$ cat src/rtl/mem_port_arbiter.sv
// Two-requester arbiter for the shared instruction/data memory port: fetch vs load/store.
// Round-robin on ties, whole-burst grants, response steering and a no-ack watchdog.
module mem_port_arbiter #(
  parameter int AWIDTH     = 32,
  parameter int DWIDTH     = 32,
  parameter int TMO_CYCLES = 255,
  parameter int TMO_WIDTH  = 8
) (
  input  logic              a_clk,
  input  logic              a_rst,
  // fetch requester
  input  logic              a_i_syn_f,
  input  logic [AWIDTH-1:0] a_i_addr_f,
  output logic              a_o_ack_f,
  output logic              a_o_last_f,
  output logic [DWIDTH-1:0] a_o_data_f,
  // load/store requester
  input  logic              a_i_syn_d,
  input  logic              a_i_we_d,
  input  logic [AWIDTH-1:0] a_i_addr_d,
  input  logic [DWIDTH-1:0] a_i_wdata_d,
  output logic              a_o_ack_d,
  output logic              a_o_last_d,
  output logic [DWIDTH-1:0] a_o_data_d,
  // memory port
  output logic              a_o_syn,
  output logic              a_o_we,
  output logic [AWIDTH-1:0] a_o_addr,
  output logic [DWIDTH-1:0] a_o_wdata,
  input  logic              a_i_ack,
  input  logic              a_i_last,
  input  logic [DWIDTH-1:0] a_i_rdata,
  // status
  output logic              a_o_busy,
  output logic              a_o_timeout
);

  typedef enum logic [1:0] {
    IDLE  = 2'd0,
    GNT_F = 2'd1,
    GNT_D = 2'd2
  } state_e;

  typedef enum logic {
    OWN_F = 1'b0,
    OWN_D = 1'b1
  } owner_e;

  localparam logic [TMO_WIDTH-1:0] TMO_LIMIT = TMO_WIDTH'(TMO_CYCLES - 1);

  state_e               state_q, state_d;
  owner_e               last_grant_q, last_grant_d;
  logic [TMO_WIDTH-1:0] tmo_cnt_q, tmo_cnt_d;
  logic                 timeout_q, timeout_d;
  logic                 busy_q, busy_d;

  logic gnt_syn;
  logic burst_end;
  logic wd_expire;

  assign gnt_syn   = (state_q == GNT_F) ? a_i_syn_f : a_i_syn_d;
  assign burst_end = a_i_ack & a_i_last;
  assign wd_expire = !a_i_ack && (tmo_cnt_q == TMO_LIMIT);

  // Next-state: a completed burst beats the watchdog, which beats a requester abort.
  always_comb begin
    // NOTE: every signal assigned here gets a default first, so no path can infer a latch.
    state_d      = state_q;
    last_grant_d = last_grant_q;
    tmo_cnt_d    = tmo_cnt_q;
    timeout_d    = 1'b0;

    case (state_q)
      IDLE: begin
        if (a_i_syn_f && (!a_i_syn_d || last_grant_q == OWN_D)) begin
          state_d      = GNT_F;
          last_grant_d = OWN_F;
          tmo_cnt_d    = '0;
        end else if (a_i_syn_d) begin
          state_d      = GNT_D;
          last_grant_d = OWN_D;
          tmo_cnt_d    = '0;
        end
      end
      GNT_F, GNT_D: begin
        if (burst_end) begin
          state_d   = IDLE;
          tmo_cnt_d = '0;
        end else if (wd_expire) begin
          state_d   = IDLE;
          timeout_d = 1'b1;
          tmo_cnt_d = '0;
        end else if (!gnt_syn) begin
          state_d   = IDLE;
          tmo_cnt_d = '0;
        end else if (a_i_ack) begin
          tmo_cnt_d = '0;
        end else if (tmo_cnt_q != '1) begin
          tmo_cnt_d = tmo_cnt_q + 1'b1;
        end
      end
      default: begin
        state_d   = IDLE;
        tmo_cnt_d = '0;
      end
    endcase

    busy_d = (state_d != IDLE);
  end

  always_ff @(posedge a_clk or posedge a_rst) begin
    if (a_rst) begin
      state_q      <= IDLE;
      last_grant_q <= OWN_D;
      tmo_cnt_q    <= '0;
      timeout_q    <= 1'b0;
      busy_q       <= 1'b0;
    end else begin
      // NOTE: non-blocking assignments keep every flop sampling pre-edge values.
      state_q      <= state_d;
      last_grant_q <= last_grant_d;
      tmo_cnt_q    <= tmo_cnt_d;
      timeout_q    <= timeout_d;
      busy_q       <= busy_d;
    end
  end

  // Request and response steering follow the registered grant, so reset clears them at once.
  always_comb begin
    a_o_syn    = 1'b0;
    a_o_we     = 1'b0;
    a_o_addr   = '0;
    a_o_wdata  = '0;
    a_o_ack_f  = 1'b0;
    a_o_last_f = 1'b0;
    a_o_data_f = '0;
    a_o_ack_d  = 1'b0;
    a_o_last_d = 1'b0;
    a_o_data_d = '0;

    case (state_q)
      GNT_F: begin
        a_o_syn    = 1'b1;
        a_o_addr   = a_i_addr_f;
        a_o_ack_f  = a_i_ack;
        a_o_last_f = burst_end;
        a_o_data_f = a_i_rdata;
      end
      GNT_D: begin
        a_o_syn    = 1'b1;
        a_o_we     = a_i_we_d;
        a_o_addr   = a_i_addr_d;
        a_o_wdata  = a_i_wdata_d;
        a_o_ack_d  = a_i_ack;
        a_o_last_d = burst_end;
        a_o_data_d = a_i_rdata;
      end
      default: ;
    endcase
  end

  assign a_o_busy    = busy_q;
  assign a_o_timeout = timeout_q;

  a_one_ack: assert property (@(posedge a_clk) disable iff (a_rst) !(a_o_ack_f && a_o_ack_d));
  a_syn_busy: assert property (@(posedge a_clk) disable iff (a_rst) a_o_syn == a_o_busy);
  a_tmo_idle: assert property (@(posedge a_clk) disable iff (a_rst) a_o_timeout |-> !a_o_busy);

endmodule

$ cat config.mk
export PLATFORM = sky130hd
export DESIGN_NAME = mem_port_arbiter
export DESIGN_NICKNAME = d
export VERILOG_FILES = /design/src/rtl/mem_port_arbiter.sv
export SDC_FILE = /design/constraint.sdc
export NUM_CORES = 1
export LEC_CHECK = 0
export CORE_AREA = 4 4 104 106
export CTS_BUF_LIST = sky130_fd_sc_hd__clkbuf_16
export CTS_CLUSTER_DIAMETER = 50
export DETAILED_ROUTE_END_ITERATION = 7
export DIE_AREA = 0 0 108 110
export PLACE_DENSITY = 0.66
export SYNTH_ARGS = -nofsm -noshare
export SYNTH_HDL_FRONTEND = slang
export SYNTH_SLANG_ARGS = --single-unit
$ cat constraint.sdc
create_clock -name a_clk -period 4.72 [get_ports a_clk]
set_clock_uncertainty 0.15 [all_clocks]
set_input_delay 0.944 -clock a_clk [delete_from_list [all_inputs] [get_ports a_clk]]
set_output_delay 0.944 -clock a_clk [all_outputs]
set_load 0.02 [all_outputs]
# Yosys cells after proc, flatten, opt, wreduce, memory -nomap -nowiden
# Index checks and enable logic that the tools add are counted.
# W data, S select, Z words.
[totals]
output_inout_bits = 136
elab_cells = 54
input_bits = 135
ff_bits = 13
[op_classes]
add_sub_neg = 1
n_eq_ne = 6
reduce_logical = 11
n_mux = 30
bitwise = 1
[op_table]
columns = ["op", "count"]
rows = [
  ["$mux W32", 3],
  ["$pmux W32 S2", 1],
  ["$mux W8", 7],
  ["$pmux W8 S2", 1],
  ["$mux W1", 12],
  ["$mux W2", 5],
  ["$add A8 B1 Y8 const B", 1],
  ["$eq A8 B8 Y1 const B", 1],
  ["$ne A8 B8 Y1 const B", 1],
  ["$ne A6 B3 Y1 const B", 1],
  ["$pmux W2 S2", 1],
  ["$reduce_and A2 Y1", 2],
  ["$reduce_bool A2 Y1", 2],
  ["$ne A3 B3 Y1 const B", 1],
  ["$eq A2 B1 Y1 const B", 1],
  ["$eq A2 B2 Y1 const B", 1],
  ["$logic_and A1 B1 Y1", 2],
  ["$logic_not A1 Y1", 2],
  ["$logic_not A2 Y1", 1],
  ["$reduce_or A2 Y1", 1],
  ["$and A1 B1 Y1", 1],
  ["$logic_or A1 B1 Y1", 1],
]

# Depth between registers and ports, before layout
[depth]
ltp_word = 7
depth_mapped = 7
ltp_nobuf = 7

# Worst setup path before layout
# No wires, ideal clock.
[synth_path]
kind = "register -> output"
from = "reg state_q[1]"
to = "out a_o_addr[17]"
slack_ns = 2.039
stages_incl_launch_ff = 7
required_time_ns = 3.626
t_arrival_ns = 1.587
n_path_buf = 2
cell_sequence = "dfrtp_1 > inv_1 > ha_1 > clkbuf_1 > clkbuf_1 > a22oi_1 > nor2_1"
[synth_via]
elab_chain_cells = 2
elab_cells_between_ends = 3
[synth_lines]
columns = ["item", "line_no", "source"]
rows = [
  ["start, declared", "51", "state_e state_q, state_d;"],
  ["start signal, assigned", "120", "state_q <= state_d;"],
  ["$eq A2 B2 Y1 / $eq A2 B1 Y1 (equally long branches)", "141", "case (state_q)"],
  ["$pmux W32 S2 *", "141", ""],
  ["end, declared", "28", "output logic [AWIDTH-1:0] a_o_addr,"],
]
# Every way passes the cells marked *; elsewhere a longest branch is shown, timed or not.

# Final worst setup path
[layout_path]
from = "reg state_q[0]"
to = "out a_o_addr[8]"
# Same word-level chain as after synthesis.

==> flow_metrics.env <==
export IMPL_synth_fa_ha_area_share_pct=4.01
export IMPL_postCtsHoldBufs=0
export IMPL_cts_buffers=3
export IMPL_cts_setup_buffers=0
export IMPL_rsz0062_at_grt="no"
export IMPL_worstPathRequired_ps=3630
export IMPL_crit_path_cell_trace="inv_1 > ha_2 > buf_12 > a22oi_1 > nor2_1 > clkdlybuf4s50_1"
export IMPL_grt_pass1_wl_um=17000
export IMPL_ys_seq_area_share_pct=17.4
export IMPL_rows=36
export IMPL_synth_cells=266
export IMPL_grt_pass1_vias=2880
export IMPL_num_io_pins=271
export IMPL_power_mw=1.58
export IMPL_fin_crit_sh_pct=79.0
export IMPL_p_leak_nw=1.82
export IMPL_dr_pass1_iters=4
export IMPL_syn_area_per_cell_um2=7.05
export IMPL_final_common_cell="clkdlybuf4s50_1"
export IMPL_hpwl_um=9810
export IMPL_htreeDepth=1
export IMPL_worst_endpoint_arrival_ps=2630
export IMPL_hold_class="register to register"
export IMPL_grt_max_degree=67
export IMPL_clock_sinks=13
export IMPL_synth_simple_gate_area_share_pct=49.3
export IMPL_yosysTopAreaCell="and2_1"
export IMPL_start_kind="register"
export IMPL_nets=664
export IMPL_drive_above_1_share_pct=2.87
export IMPL_cpMaxStageDelayCell="clkdlybuf4s50_1"
export IMPL_drt_iter0_markers=110
export IMPL_ir_drop_v=0.000247
export IMPL_critPathKind="register to output pin"
export IMPL_cts_resized=0
export IMPL_fillers=965
export IMPL_drv_slew=0
export IMPL_layout_common_cells="270 x clkdlybuf4s50_1, 99 x and2_1, 33 x nor2_1, 32 x a22oi_1"
export IMPL_ant_nets=0
export IMPL_setup_viol=0
export IMPL_wl_um=12000
export IMPL_synthXorXnorAreaFrac_pct=0.935
export IMPL_via_per_inst=4.35
export IMPL_start_util_pct=19.2
export IMPL_netlist_area_mm2=0.00187
export IMPL_ys_seq_elements=13
export IMPL_outcome="complete, no violations"
export IMPL_clk_pin_slew_ps=50
export IMPL_fp_dieH_um=110
export IMPL_ys_warn_count=0
export IMPL_muxShareOfSynthArea_pct=0.601
export IMPL_area_delta_synth_final_pct=155
export IMPL_cts_tree="built"
export IMPL_crit_path_end_kind="output pin"
export IMPL_fin_crit_ps=3730
export IMPL_worst_slew_margin_rel_pct=59.7
export IMPL_fmax_ghz=0.268
export IMPL_synth_top_family_by_area="simple AND/OR/NAND/NOR gates"
export IMPL_drv_cap=0
export IMPL_cts_buffer_depth=2
export IMPL_clkLatencyLatePin_ps=250
export IMPL_avgRoutedWirePerCell_um=18.3
export IMPL_drc=0
export IMPL_overflow=0
export IMPL_dr_total_vias=2852
export IMPL_grt_total_usage_pct=18.5
export IMPL_core_mm2=0.00977
export IMPL_finalSetupTns_ps=0
export IMPL_p_per_area_mw_per_mm2=329
export IMPL_antenna_found_initial=0
export IMPL_diodes=0
export IMPL_die_x_um=108
export IMPL_syn_nets=407
export IMPL_gp_congestion=0.903
export IMPL_root_buffer="clkbuf_16"
export IMPL_synth_distinct_cells=36
export IMPL_yosys_area_top_type_share_pct=33.0
export IMPL_crit_fanout=66
export IMPL_synth_compound_area_share_pct=22.4
export IMPL_ys_top_cells_by_area="and2_1 33%, dfrtp_1 16%, a22oi_1 13%"
export IMPL_die_area_mm2=0.0119
export IMPL_port_buffers=270
export IMPL_crit_path_max_incr_delay_ps=650
export IMPL_worstMarginPinSlew_ps=605
export IMPL_hold_viol=0
critical path, delay by kind of cell (launching register included):
| family | cells | cell delay, ps |
|---|---|---|
| compound gates | 1 | 110 |
| simple gates | 1 | 180 |
| buf+inv | 3 | 1090 |
| fa+ha+maj | 1 | 590 |
| flops | 1 | 390 |
cells by family after synthesis:
logic type               after synthesis
flip-flops                            13
AND/OR/NAND/NOR                      165
adder cells (fa/ha/maj)                6
XOR/XNOR                               2
AO/OA/AOI/OAI                         52
buffers and inverters                 27
multiplexers                           1
flip-flops by register name (all words and copies together), names as in the netlist:
| register | cells |
|---|---|
| a_o_busy | 1 |
| a_o_timeout | 1 |
| last_grant_q | 1 |
| state_q | 2 |
| tmo_cnt_q | 8 |
synthesized netlist by cell type (all sizes together):
master	number
a22oi	32
buf	5
nor2	34
xnor2	1
nand2	12
a221oi	2
nor4	1
a21oi	1
xor2	1
and3	4
and2	99
dfrtp	12
a22o	2
nand4b	1
mux2	1
nor3b	1
ha	6
inv	5
nand2b	3
nand3b	1
clkbuf	17
a21o	1
a31oi	1
o31ai	2
a311oi	1
o311ai	1
o41ai	3
nor3	2
o21ai	6
or2	2
nand3	5
dfstp	1
final timing paths:
path / startpoint / endpoint / slack, ps / cells past startpoint
max in group asynchronous: a_rst / last_grant_q$_DFFE_PP1P_ / 3180 / 2
min: tmo_cnt_q[7]$_DFFE_PP0P_ / tmo_cnt_q[7]$_DFFE_PP0P_ / 370 / 1
max reg2reg: state_q[1]$_DFF_PP0_ / tmo_cnt_q[7]$_DFFE_PP0P_ / 2350 / 7
min in group asynchronous: a_rst / a_o_busy$_DFF_PP0_ / 880 / 2
min reg2reg: tmo_cnt_q[7]$_DFFE_PP0P_ / tmo_cnt_q[7]$_DFFE_PP0P_ / 370 / 1
max: state_q[0]$_DFF_PP0_ / a_o_addr[8] / 990 / 6
where the power goes:
part,leakage [nW],internal (mW),switching [mW]
Combinational,1.60,0.594,0.675
Clock,0.0423,0.112,0.0509
Sequential,0.175,0.132,0.0133
Total,1.82,0.838,0.739
cell type report:
class | instances | area [µm²] | area share, %
Clock buffer | 3 | 75.1 | 1.57
Clock inverter | 1 | 3.75 | 0.0784
Timing Repair Buffer | 274 | 2750 | 57.3
Multi-Input combinational cell | 226 | 1450 | 30.3
Sequential cell | 13 | 327 | 6.82
Inverter | 5 | 18.8 | 0.392
Tap cell | 133 | 166 | 3.48
per-layer routing:
| layer | track usage, % | wire [µm] | vias up |
|---|---|---|---|
| met3 | 4.25 | 1060 | 20 |
| met4 | 4.60 | 250 | 0 |
| met1 | 22.2 | 4670 | 1288 |
| met2 | 33.3 | 6000 | 131 |
| met5 | 0 | 0 | - |
| li1 | - | - | 1413 |
per-stage QoR:
step           setup slack [ps]  hold slack, ps  area (µm²)  std cells  utilization [%]
3_3_place_gp               1120             345        4710        651             48.2
3_5_place_dp               1130             356        4710        651             48.2
2_1_floorplan              2040             319        1870        266                -
5_1_grt                     821             374        4790        655             49.0
4_1_cts                     969             365        4790        655             49.0
6_report                    993             368        4790        655             49.0
Power figures use the tool's default switching activity.
